<file path="src/rtl/wr_port_arbiter_if.sv">
// rtl/wr_port_arbiter_if.sv - request/grant bundle between ingress ports, arbiter and write stage
interface wr_port_arbiter_if #(
   parameter int num_of_ports      = 16,
   parameter int sg_priority_width = 3,
   parameter int idx_width         = 4,
   parameter int cnt_width         = 7
);
   logic [num_of_ports-1:0]                   req;
   logic [num_of_ports*sg_priority_width-1:0] prio_flat;
   logic [num_of_ports-1:0]                   eop;
   logic                                      busy;
   logic [num_of_ports-1:0]                   grant;
   logic [idx_width-1:0]                      grant_idx;
   logic                                      transfering;
   logic [cnt_width-1:0]                      beat_cnt;
   logic                                      pkt_done;
   logic                                      timeout_err;

   modport slave (
      input  req, prio_flat, eop, busy,
      output grant, grant_idx, transfering, beat_cnt, pkt_done, timeout_err
   );

   modport master (
      output req, prio_flat, eop, busy,
      input  grant, grant_idx, transfering, beat_cnt, pkt_done, timeout_err
   );
endinterface

</file>
<file path="src/rtl/wr_port_arbiter.sv">
// rtl/wr_port_arbiter.sv - packet-granular priority/round-robin arbiter for the SRAM write datapath
// Optional starvation guard: define WRARB_AGING_EN to add per-port age counters.
module wr_port_arbiter #(
   parameter int num_of_ports      = 16,
   parameter int sg_priority_width = 3,
   parameter int idx_width         = 4,
   parameter int max_beats         = 64,
   parameter int cnt_width         = 7
`ifdef WRARB_AGING_EN
   ,parameter int age_width        = 4
`endif
) (
   input  logic               i_clk,
   input  logic               i_rst,
   wr_port_arbiter_if.slave   bus
);

   typedef enum logic [1:0] {S_IDLE, S_XFER, S_GAP} state_t;

   localparam int key_w = sg_priority_width + 1;

   state_t                  r_state;
   logic [num_of_ports-1:0] r_grant;
   logic [idx_width-1:0]    r_grant_idx;
   logic                    r_transfering;
   logic [cnt_width-1:0]    r_beat_cnt;
   logic                    r_pkt_done;
   logic                    r_timeout_err;
   logic [idx_width-1:0]    r_rr_ptr;

   state_t                  w_state_nxt;
   logic [num_of_ports-1:0] w_grant_nxt;
   logic [idx_width-1:0]    w_grant_idx_nxt;
   logic                    w_transfering_nxt;
   logic [cnt_width-1:0]    w_beat_cnt_nxt;
   logic                    w_pkt_done_nxt;
   logic                    w_timeout_err_nxt;
   logic [idx_width-1:0]    w_rr_ptr_nxt;

   logic [num_of_ports-1:0] w_urgent;
   logic [key_w-1:0]        w_key [num_of_ports];
   logic [key_w-1:0]        w_best_key;
   logic                    w_any;
   logic                    w_found;
   logic [idx_width-1:0]    w_scan;
   logic [idx_width-1:0]    w_win_idx;

`ifdef WRARB_AGING_EN
   logic [age_width-1:0] r_age [num_of_ports];

   always_ff @(posedge i_clk) begin
      if (i_rst) begin
         for (int i = 0; i < num_of_ports; i++) r_age[i] <= '0;
      end else begin
         for (int i = 0; i < num_of_ports; i++) begin
            if (!bus.req[i] || r_grant[i])
               r_age[i] <= '0;
            else if (r_age[i] != '1)
               r_age[i] <= r_age[i] + 1'b1;
         end
      end
   end

   always_comb begin
      for (int i = 0; i < num_of_ports; i++) w_urgent[i] = &r_age[i];
   end
`else
   assign w_urgent = '0;
`endif

   // Urgent bit on top of the priority lets a saturated age outrank any priority.
   always_comb begin
      for (int i = 0; i < num_of_ports; i++)
         w_key[i] = {w_urgent[i], bus.prio_flat[i*sg_priority_width +: sg_priority_width]};
   end

   always_comb begin
      w_any      = 1'b0;
      w_best_key = '0;
      for (int i = 0; i < num_of_ports; i++) begin
         if (bus.req[i] && (!w_any || w_key[i] > w_best_key)) begin
            w_best_key = w_key[i];
            w_any      = 1'b1;
         end
      end
      w_found   = 1'b0;
      w_win_idx = r_rr_ptr;
      w_scan    = r_rr_ptr;
      for (int k = 0; k < num_of_ports; k++) begin
         w_scan = r_rr_ptr + idx_width'(k);
         if (!w_found && bus.req[w_scan] && w_key[w_scan] == w_best_key) begin
            w_win_idx = w_scan;
            w_found   = 1'b1;
         end
      end
   end

   always_comb begin
      w_state_nxt       = r_state;
      w_grant_nxt       = r_grant;
      w_grant_idx_nxt   = r_grant_idx;
      w_transfering_nxt = r_transfering;
      w_beat_cnt_nxt    = r_beat_cnt;
      w_pkt_done_nxt    = 1'b0;
      w_timeout_err_nxt = 1'b0;
      w_rr_ptr_nxt      = r_rr_ptr;
      case (r_state)
         S_IDLE, S_GAP: begin
            if (!bus.busy && w_any) begin
               w_grant_nxt            = '0;
               w_grant_nxt[w_win_idx] = 1'b1;
               w_grant_idx_nxt        = w_win_idx;
               w_transfering_nxt      = 1'b1;
               w_beat_cnt_nxt         = '0;
               w_state_nxt            = S_XFER;
            end else begin
               w_grant_nxt       = '0;
               w_transfering_nxt = 1'b0;
               w_state_nxt       = S_IDLE;
            end
         end
         S_XFER: begin
            if (!bus.busy && r_beat_cnt != cnt_width'(max_beats))
               w_beat_cnt_nxt = r_beat_cnt + 1'b1;
            // eop outranks a coinciding timeout so the packet closes normally.
            if (bus.eop[r_grant_idx] ||
                (!bus.busy && r_beat_cnt == cnt_width'(max_beats - 1))) begin
               w_grant_nxt       = '0;
               w_transfering_nxt = 1'b0;
               w_rr_ptr_nxt      = r_grant_idx + 1'b1;
               w_state_nxt       = S_GAP;
               w_pkt_done_nxt    = bus.eop[r_grant_idx];
               w_timeout_err_nxt = !bus.eop[r_grant_idx];
            end
         end
         default: begin
            w_grant_nxt       = '0;
            w_transfering_nxt = 1'b0;
            w_state_nxt       = S_IDLE;
         end
      endcase
   end

   always_ff @(posedge i_clk) begin
      if (i_rst) begin
         r_state       <= S_IDLE;
         r_grant       <= '0;
         r_grant_idx   <= '0;
         r_transfering <= 1'b0;
         r_beat_cnt    <= '0;
         r_pkt_done    <= 1'b0;
         r_timeout_err <= 1'b0;
         r_rr_ptr      <= '0;
      end else begin
         r_state       <= w_state_nxt;
         r_grant       <= w_grant_nxt;
         r_grant_idx   <= w_grant_idx_nxt;
         r_transfering <= w_transfering_nxt;
         r_beat_cnt    <= w_beat_cnt_nxt;
         r_pkt_done    <= w_pkt_done_nxt;
         r_timeout_err <= w_timeout_err_nxt;
         r_rr_ptr      <= w_rr_ptr_nxt;
      end
   end

   assign bus.grant       = r_grant;
   assign bus.grant_idx   = r_grant_idx;
   assign bus.transfering = r_transfering;
   assign bus.beat_cnt    = r_beat_cnt;
   assign bus.pkt_done    = r_pkt_done;
   assign bus.timeout_err = r_timeout_err;

endmodule

</file>
<file path="src/flat_wrapper.sv">
// flat-port wrapper written by rule: the top's interface ports become plain ports
module wr_port_arbiter_flat 
#(
   parameter int num_of_ports      = 16,
   parameter int sg_priority_width = 3,
   parameter int idx_width         = 4,
   parameter int max_beats         = 64,
   parameter int cnt_width         = 7

)
  (i_clk, i_rst, bus_req, bus_prio_flat, bus_eop, bus_busy, bus_grant, bus_grant_idx, bus_transfering, bus_beat_cnt, bus_pkt_done, bus_timeout_err);
  wr_port_arbiter_if #(.num_of_ports(num_of_ports), .sg_priority_width(sg_priority_width), .idx_width(idx_width), .cnt_width(cnt_width)) bus_i ();
  input  logic i_clk;
  input  logic i_rst;
  input wire logic [$bits(bus_i.req)-1:0] bus_req;
  input wire logic [$bits(bus_i.prio_flat)-1:0] bus_prio_flat;
  input wire logic [$bits(bus_i.eop)-1:0] bus_eop;
  input wire logic [$bits(bus_i.busy)-1:0] bus_busy;
  output wire logic [$bits(bus_i.grant)-1:0] bus_grant;
  output wire logic [$bits(bus_i.grant_idx)-1:0] bus_grant_idx;
  output wire logic [$bits(bus_i.transfering)-1:0] bus_transfering;
  output wire logic [$bits(bus_i.beat_cnt)-1:0] bus_beat_cnt;
  output wire logic [$bits(bus_i.pkt_done)-1:0] bus_pkt_done;
  output wire logic [$bits(bus_i.timeout_err)-1:0] bus_timeout_err;
  assign bus_i.req = bus_req;
  assign bus_i.prio_flat = bus_prio_flat;
  assign bus_i.eop = bus_eop;
  assign bus_i.busy = bus_busy;
  assign bus_grant = bus_i.grant;
  assign bus_grant_idx = bus_i.grant_idx;
  assign bus_transfering = bus_i.transfering;
  assign bus_beat_cnt = bus_i.beat_cnt;
  assign bus_pkt_done = bus_i.pkt_done;
  assign bus_timeout_err = bus_i.timeout_err;
  wr_port_arbiter #(.num_of_ports(num_of_ports), .sg_priority_width(sg_priority_width), .idx_width(idx_width), .max_beats(max_beats), .cnt_width(cnt_width)) u_core (.i_clk(i_clk), .i_rst(i_rst), .bus(bus_i));
endmodule
</file>
<file path="config.mk">
export PLATFORM = sky130hd
export DESIGN_NAME = wr_port_arbiter_flat
export DESIGN_NICKNAME = d
export VERILOG_FILES = /design/src/rtl/wr_port_arbiter_if.sv /design/src/rtl/wr_port_arbiter.sv /design/src/flat_wrapper.sv
export SDC_FILE = /design/constraint.sdc
export NUM_CORES = 1
export LEC_CHECK = 0
export ABC_AREA = 1
export CAP_MARGIN = 25
export CORE_MARGIN = 3
export CORE_UTILIZATION = 25
export DETAILED_ROUTE_END_ITERATION = 8
export HOLD_SLACK_MARGIN = 0.03
export SYNTH_ARGS = -nofsm -noshare
export SYNTH_HDL_FRONTEND = slang
export SYNTH_SLANG_ARGS = --single-unit
</file>
<file path="constraint.sdc">
create_clock -name i_clk -period 52.2 [get_ports i_clk]
set_input_delay 5.22 -clock i_clk [delete_from_list [all_inputs] [get_ports i_clk]]
set_output_delay 5.22 -clock i_clk [all_outputs]
set_load 0.02 [all_outputs]
</file>
==> results.py, run 1 <==
metrics = {
    "outcome": {
        "outcome": "finished, final reports clean",
    },
    "drt": {
        "drtAntennaViolNets": 0,
        "wl_um": 27750,
        "drt-initial-drc-count": 761,
        "dr.pass1.iters": 5,
        "viasPerCell": 4.823,
        "drc": 0,
        "routedWlPerCell_um": 14.22,
        "via_count": 9415,
    },
    "setup_path": {
        "reg2reg_depth": 27,
        "reg2reg_slack_ns": 46.72,
        "crit_type": "in2reg",
        "rr_endpoint": "u_core.bus.grant[5]$_SDFFE_PP0P_",
        "startpoint": "bus_req[0]",
        "slowest_stage": "clkdlybuf4s50_1",
        "cp-end-kind": "register",
        "cp.arrival_ns": 24.89,
        "crit_required_ns": 52.42,
        "reg2reg_from": "u_core.r_rr_ptr[1]$_SDFFE_PP0P_",
        "cp_common_cell": "nand2_1",
        "critPathCapture": "u_core.bus.grant[5]$_SDFFE_PP0P_",
        "cp_max_fo": 21,
        "critPathMaxStageDelay_ns": 0.57,
        "critPathLaunchType": "primary input",
    },
    "grt": {
        "grt_use_met3": 0.01133,
        "grt_pass1_vias": 8693,
        "grt_start_max_net_pins": 103,
        "grt_pass1_wl_um": 44950,
        "use_met1": 0.2229,
        "grtUsageMet2": 0.2691,
        "grtUsageTotal": 0.1585,
        "gr-max-usage-layer": "met2",
        "gr-total-overflow": 0,
        "antenna_found_initial": 0,
    },
    "sta": {
        "final.min_clock_period_ns": 24.67,
        "fin_skew_ns": 0.005410,
        "tightestPinTransition_ns": 0.9283,
        "drv_slew": 0,
        "hold_violations": 0,
        "fin_tns_setup_ns": 0,
        "slew_headroom": 0.3805,
        "fin_ws_ns": 27.53,
        "rsz0062_at_grt": "false",
        "max_freq_mhz": 40.54,
        "period_share": 0.4725,
        "setup_viol": 0,
    },
    "min_path": {
        "hold_class": "reg2reg",
    },
    "cts": {
        "cts.path.max_buffers": 2,
        "clock-sinks": 35,
        "cts_root_buf": "clkbuf_16",
        "cts.repair.resized": 0,
        "cts_setup_buffers": 0,
        "clock_latency_ns": 0.28,
        "cts.clk_slew.worst_paths_ns": 0.05,
        "cts_buffers": 5,
        "cts_htree_levels": 2,
        "cts_hold_buf": 0,
        "cts_tree": "done",
    },
    "floorplan": {
        "die_area_sq_mm": 0.03462,
        "die_h_um": 186.1,
        "num_rows": 65,
        "coreArea_sq_mm": 0.03172,
        "start_util": 0.2555,
        "die_w_um": 186.1,
        "pin_count": 113,
    },
    "yosys": {
        "synth.top_cell.area_share": 0.2098,
        "async_flop_share": 0,
        "synth_area_leader_cell": "nand2_1",
        "netlist_instances": 1472,
        "synth_fp_nets": 1603,
        "synthDistinctLibCells": 46,
        "ys_ff_latch": 35,
        "syn_area_per_cell_sq_um": 5.506,
        "synth_area_leaders": "nand2_1 (21%), o21ai_0 (14%), inv_1 (8.8%)",
        "yosysSeqAreaShare": 0.08645,
        "synth_edf_count": 0,
        "synthFlopType": "dfxtp_1",
        "syn_area_sq_mm": 0.008105,
        "yosys_warnings": 0,
    },
    "layout": {
        "final_cells": 1952,
        "fillers": 3582,
        "multi_input_area_sq_mm": 0.006419,
        "layout_commonest_cell": "nand2_1",
        "fin_nets": 1680,
        "drive_gt1_frac": 0.06645,
        "final_cell_mix": "nand2_1 (453), o21ai_0 (220), inv_1 (189), clkdlybuf4s50_1 (112), nand3_1 (99)",
        "area_delta_synth_final_pct": 20.45,
        "utilization": 0.3078,
        "regArea_sq_um": 701.9,
        "antennaDiodeCount": 0,
    },
    "place": {
        "dp_slack_ns": 27.36,
        "gp_congestion": 0.9040,
        "placedCellCount": 1943,
        "io_buffers": 112,
        "dp_hpwl_um": 22890,
    },
    "job": {
        "drv_cap": 0,
    },
}
==> worst max-delay path, delay by kind of cell <==
family	cells	cell delay (ns)
buf+inv	19	1.94
fa+ha+maj	15	4.42
compound gates	35	4.66
simple gates	87	8.67
==> final cells by class <==
cell class,count,share of cell area
inverters,203,0.07805
flip-flops and latches,35,0.07190
clock inverters,2,0.003588
well taps,402,0.05152
repair buffers,123,0.1233
multi-input cells,1181,0.6574
clock buffers,6,0.01423
==> logic make-up (layout without fill, tap and decap cells) <==
family,after synthesis,in the layout,synth area share
AND/OR/NAND/NOR,733,733,0.4075
adder cells (fa/ha/maj),48,48,0.07410
flip-flops,35,35,0.08645
multiplexers,61,61,0.07533
XOR/XNOR,28,28,0.03026
buffers and inverters,256,334,0.1216
AO/OA/AOI/OAI,311,311,0.2047
==> routing by layer <==
metal,share of wire,vias to the layer above
li1,-,4963
met1,0.48,4227
met3,0.041,21
met4,0.015,0
met2,0.46,204
met5,0,-
==> sequential cells by signal, indices dropped and copies added, names as in the netlist <==
register and cells:
u_core.bus.grant_idx 4, u_core.r_rr_ptr 4, u_core.bus.beat_cnt 7, u_core.bus.transfering 1, u_core.bus.grant 16, u_core.bus.pkt_done 1, u_core.bus.timeout_err 1, u_core.r_state 1
==> cell usage after synthesis (all sizes together) (2+ instances only) <==
cell    count
a211oi      3
a21oi      33
a31oi       3
and2        2
buf        13
clkbuf     40
clkinv      6
dfxtp      35
ha         48
inv       197
mux2i      61
nand2     483
nand3     114
nand3b      4
nand4      16
nor2       84
nor3        6
nor4        7
o211ai      7
o21a        5
o21ai     247
o221ai      3
o22ai       3
o31ai       3
or2        17
xnor2       3
xor2       25
==> per-stage QoR <==
| stage | hold WS [ns] | area [sq um] |
|---|---|---|
| after floorplan | 0.5265 | 8105 |
| after global placement | 0.4426 | 9582 |
| after detailed placement | 0.4444 | 9582 |
| after CTS | 0.4548 | 9756 |
| after global routing | 0.4770 | 9763 |
| final | 0.4501 | 9763 |
==> how the worst min path moves through the flow <==
stage	start	end	slack, ns	cells past startpoint
after global routing	u_core.bus.grant[8]$_SDFFE_PP0P_	u_core.bus.grant[8]$_SDFFE_PP0P_	0.48	2
after detailed placement	u_core.bus.grant[1]$_SDFFE_PP0P_	u_core.bus.grant[1]$_SDFFE_PP0P_	0.44	2
after floorplan	u_core.bus.grant[0]$_SDFFE_PP0P_	u_core.bus.grant[0]$_SDFFE_PP0P_	0.53	2
after global placement	u_core.bus.grant[8]$_SDFFE_PP0P_	u_core.bus.grant[8]$_SDFFE_PP0P_	0.44	2
after CTS	u_core.bus.grant[1]$_SDFFE_PP0P_	u_core.bus.grant[1]$_SDFFE_PP0P_	0.45	2
final	u_core.bus.grant[1]$_SDFFE_PP0P_	u_core.bus.grant[1]$_SDFFE_PP0P_	0.45	2
Power of run 1 is left out: the tool's default activity adds up to more than one toggle a clock period on the data nets, which glitch-free logic cannot reach.
==> run 2: changes to the inputs <==
==> constraint.sdc (replaced) <==
create_clock -name i_clk -period 24.1 [get_ports i_clk]
set_input_delay 2.41 -clock i_clk [delete_from_list [all_inputs] [get_ports i_clk]]
set_output_delay 2.41 -clock i_clk [all_outputs]
set_load 0.02 [all_outputs]
==> run 2 against run 1 <==
Compared with the run above: critical path depth decreased by 2; worst setup slack got worse by 25 ns; count of clock-buffer cells in the layout unchanged; highest routed layer unchanged; register-to-register slack got worse by 28 ns; wire length increased by 0.77%; die area unchanged; final cell count increased by 0.20%; flip-flop and latch count unchanged; clock skew decreased by 0.0024 ns; global-route usage about the same.
==> results.py, run 2 (synthesis results as in run 1) <==
metrics = {
    "sta": {
        "rsz0062_at_grt": "false",
        "final.min_clock_period_ns": 21.72,
        "hold_ws_ns": 0.4493,
        "tightestPinTransition_ns": 0.9817,
        "fin_tns_setup_ns": 0,
        "drv_slew": 0,
        "hold_violations": 0,
        "setup_viol": 0,
        "slew_headroom": 0.3431,
        "period_share": 0.9012,
        "fin_skew_ns": 0.002960,
        "max_freq_mhz": 46.04,
    },
    "cts": {
        "cts.path.max_buffers": 2,
        "cts_hold_buf": 0,
        "cts_buffers": 5,
        "cts_htree_levels": 2,
        "clock_latency_ns": 0.27,
        "cts_tree": "done",
        "cts.clk_slew.worst_paths_ns": 0.05,
        "cts_root_buf": "clkbuf_16",
        "clock-sinks": 35,
    },
    "drt": {
        "dr.pass1.iters": 6,
        "routedWlPerCell_um": 14.30,
        "viasPerCell": 4.880,
        "drt-initial-drc-count": 676,
        "wl_um": 27970,
        "drc": 0,
        "drtAntennaViolNets": 0,
        "via_count": 9545,
    },
    "grt": {
        "antenna_found_initial": 0,
        "grt_pass1_vias": 8758,
        "grtUsageTotal": 0.1585,
        "gr-total-overflow": 0,
        "grt_pass1_wl_um": 45040,
        "grt_start_max_net_pins": 103,
    },
    "setup_path": {
        "cp.arrival_ns": 21.94,
        "rr_endpoint": "u_core.bus.grant[14]$_SDFFE_PP0P_",
        "reg2reg_from": "u_core.r_rr_ptr[1]$_SDFFE_PP0P_",
        "reg2reg_slack_ns": 18.39,
        "cp-end-kind": "register",
        "cp_max_fo": 9,
        "crit_type": "in2reg",
        "crit_required_ns": 24.32,
        "reg2reg_depth": 29,
        "critPathMaxStageDelay_ns": 0.56,
        "slowest_stage": "clkdlybuf4s50_1",
        "critPathLaunchType": "primary input",
        "cp_common_cell": "nand2_1",
    },
    "min_path": {
        "min_delay_path_depth": 2,
        "hold_class": "reg2reg",
        "min_from": "u_core.bus.grant[8]$_SDFFE_PP0P_",
        "min_to": "u_core.bus.grant[8]$_SDFFE_PP0P_",
    },
    "floorplan": {
        "die_area_sq_mm": 0.03462,
        "num_rows": 65,
        "die_w_um": 186.1,
        "start_util": 0.2555,
        "pin_count": 113,
        "die_h_um": 186.1,
        "coreArea_sq_mm": 0.03172,
    },
    "place": {
        "gp_congestion": 0.9330,
        "io_buffers": 112,
        "dp_hpwl_um": 22950,
    },
    "layout": {
        "area_delta_synth_final_pct": 21.47,
        "antennaDiodeCount": 0,
        "regArea_sq_um": 701.9,
        "final_cell_mix": "nand2_1 (450), o21ai_0 (219), inv_1 (188), clkdlybuf4s50_1 (112), nand3_1 (98)",
        "largest_register_ffs": 16,
        "fillers": 3550,
        "fin_nets": 1684,
        "multi_input_area_sq_mm": 0.006479,
        "layout_commonest_cell": "nand2_1",
        "drive_gt1_frac": 0.07529,
    },
    "job": {
        "drv_cap": 0,
    },
    "outcome": {
        "outcome": "finished, final reports clean",
    },
}
==> run 2: cell types whose count changed in the layout (fill, tap and decap cells not counted), moves of 3 or more <==
cell     previous run  this run
nor2_1             78        75
nand2_4            10        13
nor2_2              2         5
nand2_1           453       450
buf_4              11        14
==> run 2: per-layer routing <==
layer | routed length (um) | vias up | track usage
li1 | - | 4977 | -
met1 | 13420 | 4336 | 0.2196
met4 | 294 | 0 | 0.02264
met2 | 13120 | 213 | 0.2770
met3 | 1127 | 19 | 0.009967
met5 | 0 | - | 0
==> run 2: what timing repair did <==
item / in CTS / in global routing
setup endpoints to repair: 0 / 17
buffers inserted: 0 / 4
resized for setup: 0 / 15
==> run 2: layout make-up <==
cell class	instances	share of cell area
clock inverter	2	0.003558
tap	402	0.05109
sequential	35	0.07129
timing repair buffer	126	0.1245
clock buffer	6	0.01411
multi-input combinational	1182	0.6580
inverter	203	0.07739
==> run 2: through the flow <==
step / instances / setup WS (ns) / util / cell area, sq um
floorplan: 1472 / 5.017 / - / 8105
global placement: 1942 / 2.858 / 0.3019 / 9574
detailed placement: 1942 / 2.044 / 0.3019 / 9574
CTS: 1950 / 2.268 / 0.3073 / 9748
global route: 1956 / 0.005139 / 0.3104 / 9846
finish: 1956 / 2.382 / 0.3104 / 9846
==> run 2: worst max path at each step <==
stage | startpoint | end | slack (ns) | depth (start not counted)
floorplan | bus_prio_flat[2] | u_core.bus.grant[14]$_SDFFE_PP0P_ | 5.02 | 156
global placement | bus_req[0] | u_core.bus.grant[11]$_SDFFE_PP0P_ | 2.86 | 154
detailed placement | bus_req[0] | u_core.bus.grant[11]$_SDFFE_PP0P_ | 2.04 | 154
CTS | bus_req[0] | u_core.bus.grant[11]$_SDFFE_PP0P_ | 2.27 | 154
global route | bus_req[0] | u_core.bus.grant[14]$_SDFFE_PP0P_ | 0.005 | 156
finish | bus_req[0] | u_core.bus.grant[14]$_SDFFE_PP0P_ | 2.38 | 154
==> run 2: worst max-delay path: cells and delay by family <==
kind / cells / cell delay (ns)
xor+xnor: 1 / 0.14
simple gates: 81 / 7.81
fa+ha+maj: 15 / 4.49
buf+inv: 22 / 2.18
compound gates: 35 / 4.89
Power of run 2 is left out for the same reason.
==> variant 1: new RTL, settings of run 2 <==
Encoding of `state_t`: now one-hot (3 bits for 3 states).
--- a/src/rtl/wr_port_arbiter.sv
+++ b/src/rtl/wr_port_arbiter.sv
@@ -17,3 +17,3 @@
 
-   typedef enum logic [1:0] {S_IDLE, S_XFER, S_GAP} state_t;
+   typedef enum logic [2:0] {S_IDLE = 3'b001, S_XFER = 3'b010, S_GAP = 3'b100} state_t;
 
Formal check against the unedited RTL: same outputs for any inputs over 4 cycles, from zero or initial values and one cycle with i_rst high; so few cycles prove little.
==> variant 1 against run 2 <==
First-iteration DRC count down 12%; design area is 2.2% higher; core utilization fell by 0.26 points; synthesized area rose by 2.7%; routed wire length fell by 0.75%; count of clock-buffer cells in the layout decreased by 1; worst setup slack better by 120 ps; sequential cell count grew 1.
Power is left out: the tool's default activity adds up to more than one toggle a clock period on the data nets, which glitch-free logic cannot reach.
==> variant 1: results <==
[placement]
dp_cells = 1951
dp_hpwl_mm = 23.04
gp_congestion = 0.9311

[grt]
met2_usage_pct = 27.49
use_met1_pct = 19.46
grt_use_met3_pct = 1.321
grt_start_max_net_pins = 81
grt_pass1_vias = 8963
grt_usage_pct = 15.17

[worst_setup_path]
crit_slowest_cell = nor4_1
max_stage_delay_ps = 720
worst-path-max-fanout = 10
arrival_ps = 21810
ff2ff_setup_slack_ps = 18590
r2r-end = u_core.bus.grant[0]

[synthesis]
synthTopCellsByArea = nand2_1 18%, mux2i_1 13%, o21ai_0 11%, dfxtp_1 8.7%, inv_1 8.2%
synth_cells = 1437
yosysSeqAreaShare_pct = 8.659
ys_types = 54
syn_nets = 1568
synth_common_cells = 397 x nand2_1, 182 x inv_1, 177 x o21ai_0

[drt]
vias = 9429
met1_length_mm = 12.32
dr.pass1.iters = 7
drt-initial-drc-count = 594
met2_length_mm = 13.56
vias_per_cell = 4.813
wl_met3_mm = 1.245
drt-total-wl_mm = 27.76

[timing]
worstMarginPinSlew_ps = 872.6
fin_skew_ps = 2.138

[clock_network]
cts_root_buf = clkbuf_16
clock_path_buffers = 2

[layout]
post_route_cells_drive_above_1_share_pct = 8.965
n_fill_cell = 3686

[worst_hold_path]
hp-start = u_core.bus.grant[2]
holdPathEnd = u_core.bus.grant[2]
hp-class = flip-flop to flip-flop

[run_status]
outcome = completed
## variant 1: cell count changes in the layout (fill, tap and decap cells not counted), sizes merged, moves of 4 or more
cell / before / now
or2: 17 / 21
o21ai: 247 / 202
nor2: 84 / 109
buf: 14 / 10
nand3: 114 / 96
mux2i: 61 / 112
nand2: 484 / 433
nand4: 16 / 20
## variant 1: area by class of cell
type                    instances  share of cell area [%]
clock buffers                   5                   1.243
clock inverters                 3                  0.1864
inverters                     203                   7.569
multi-input cells            1148                   66.46
flip-flops and latches         36                   7.171
well taps                     442                   5.493
repair buffers                122                   11.88
## variant 1: worst max path at each step
stage / endpoint / slack, ps
4_1_cts: u_core.bus.grant[0] / 1780
2_1_floorplan: u_core.bus.grant[12] / 4950
5_1_grt: u_core.bus.grant[9] / 60
3_3_place_gp: u_core.bus.grant[2] / 2470
6_report: u_core.bus.grant[12] / 2500
3_5_place_dp: u_core.bus.grant[7] / 1530
## variant 1: logic make-up after synthesis
family                     Yosys count  synth area share, %
AOI/OAI and AO/OA                  262                16.97
DFF                                 36                8.659
adders and majority gates           48                7.216
muxes                              112                13.47
xor gates and xnor gates            28                3.127
buffers and inverters              253                11.56
and+or+nand+nor                    698                39.00
## variant 1: timing repair
item                                    CTS  global route
endpoints found under the setup margin    0            20
gates resized for setup                   0            14
buffers inserted                          0             0
## variant 1: stage by stage
stage	worst slack, ps	cell area [sq um]	hold WS [ps]	utilization, %
floorplan	4950	8323	540.5	-
global placement	2466	9888	460.3	30.24
detailed placement	1526	9888	460.5	30.24
CTS	1784	10030	469.4	30.68
global route	55.58	10070	488.7	30.79
finish	2497	10070	466.8	30.79
==> variant 2: new RTL, config.mk and constraints of run 2 <==
Made on the original files. Add a define of `WRARB_AGING_EN`.
--- a/src/rtl/wr_port_arbiter.sv
+++ b/src/rtl/wr_port_arbiter.sv
@@ -2,2 +2,4 @@
 // Optional starvation guard: define WRARB_AGING_EN to add per-port age counters.
+`define WRARB_AGING_EN
+
 module wr_port_arbiter #(
Function: no difference found for any inputs over 4 cycles, from zero or initial values and one cycle with i_rst high; that may be too few to reach the edited logic, so the function may still have changed.
==> variant 2 against run 2 <==
Design area increased by 56%; global-route usage decreased by 0.35 points; highest routed layer unchanged; first-iteration DRC count increased by 74%; sequential share of layout area increased by 9.9 points; sequential cell count increased by 64; synthesized cell count increased by 43%; cell count increased by 47%; worst setup slack got worse by 190 ps; routed wire length increased by 58%; critical path type unchanged; clock skew increased by 7.8 ps; synthesized area increased by 62%.
Power is not shown: default switching activity piles up to over one toggle a cycle in this logic, so the estimate is an artifact.
==> variant 2: results <==
[run_status]
outcome = completed

[layout]
n_fill_cell = 5804
top_register = u_core.r_age
post_route_cells_drive_above_1_share_pct = 6.569
layout.nets = 2349
largest_register_ffs = 64
num_antenna_cells = 0

[grt]
antenna_found_initial = 0
grt_pass1_vias = 12606
grt_start_max_net_pins = 71
grt_usage_pct = 15.50
grt_pass1_wl_mm = 68.85

[synthesis]
async_flop_share_pct = 0
yosysSeqAreaShare_pct = 19.92
synthTopCellsByArea = nand2_1 17%, edfxtp_1 15%, o21ai_0 10%, inv_1 8.6%, ha_1 7.5%
synth-main-ff-cell = edfxtp_1
synth_warnings = 0
synth_common_cells = 588 x nand2_1, 301 x inv_1, 270 x o21ai_0
synth_edf_count = 64
synth_cells = 2112
ys_types = 53

[clock_network]
cts_max_level = 3
cts_root_buf = clkbuf_16
clkTransAtPathRegs_ps = 70
worstSkewPairLatency_ps = 380
cts_buffers = 9
clock_path_buffers = 2

[timing]
fin_skew_ps = 10.74
relSlewSlack_pct = 34.90

[placement]
dp_hpwl_mm = 35.79
numPortBuffers = 112
gp_congestion = 0.9224
dp_cells = 2849

[worst_hold_path]
hp-start = u_core.bus.grant[10]
hp-class = flip-flop to flip-flop

[drt]
drtAntennaViolNets = 0
drt-initial-drc-count = 1173
vias_per_cell = 4.706
dr.pass1.iters = 6
vias = 13515
wl_per_cell_um = 15.37

[worst_setup_path]
startpoint = bus_prio_flat[1]
worst-path-max-fanout = 9
max_stage_delay_ps = 540
crit_slowest_cell = clkdlybuf4s50_1
worstSetupStartpointType = input pin
r2r_start = u_core.r_age[0][0]
arrival_ps = 22230
[variant 2: changes by cell type after synthesis, moves of 30 or more]
cell / delta
nand4_1: +31
nand2_1: +135
edfxtp_1: +64
inv_1: +112
ha_1: +31
o21ai_0: +50
xnor2_1: +30
nor2_1: +52
nand3_1: +69
[variant 2: layout make-up]
cell class	count	area (sq um)	share of cell area, %
clock buffers	12	279.0	1.814
clock inverters	4	28.78	0.1871
inverters	315	1182	7.687
multi-input cells	1630	9141	59.43
flip-flops and latches	99	2626	17.07
well taps	680	850.8	5.531
repair buffers	132	1274	8.280
[variant 2: layer usage]
metal	global-route usage, %	vias to the layer above	routed length (um)
met5	0	-	0
met4	6.508	0	1637
met3	2.003	69	2012
met2	26.06	342	20420
met1	19.96	6042	20060
li1	-	7062	-
[variant 2: critical path: cells and delay by family]
family | cells | cell delay (ps)
simple gates | 102 | 9400
buf+inv | 17 | 1770
compound gates | 29 | 4130
fa+ha+maj | 15 | 4520
[variant 2: stage by stage]
| stage | hold WS (ps) | worst slack (ps) | instance area, sq um | setup TNS [ps] |
|---|---|---|---|---|
| 2_1_floorplan | 528.0 | 4783 | 13170 | 0 |
| 3_3_place_gp | 467.5 | 1299 | 14970 | 0 |
| 3_5_place_dp | 463.6 | 1077 | 14980 | 0 |
| 4_1_cts | 482.5 | 1406 | 15280 | 0 |
| 5_1_grt | 505.3 | -6.933 | 15380 | -6.933 |
| 6_report | 487.2 | 2188 | 15380 | 0 |
[variant 2: path summary, 6_finish.rpt]
kind | end | slack (ps) | cells past startpoint
min reg2reg | u_core.bus.grant[10] | 490 | 2
max reg2reg | u_core.bus.grant[11] | 3850 | 163
min | u_core.bus.grant[10] | 490 | 2
max | u_core.bus.grant[11] | 2190 | 163
[variant 2: kinds of logic (layout without fill, tap and decap cells)]
group	count (synthesis)	count (layout)	share of synthesized area, %
multiplexers	88	88	6.691
XOR/XNOR	70	70	4.657
flip-flops	99	99	19.92
buffers and inverters	384	463	11.09
AO/OA/AOI/OAI	348	348	14.24
adder cells (fa/ha/maj)	79	79	7.508
AND/OR/NAND/NOR	1044	1045	35.90
[variant 2: repair_timing]
item                       4_1_cts  5_1_grt
buffers inserted                 0        6
resized for setup                0       26
setup endpoints to repair        0       20
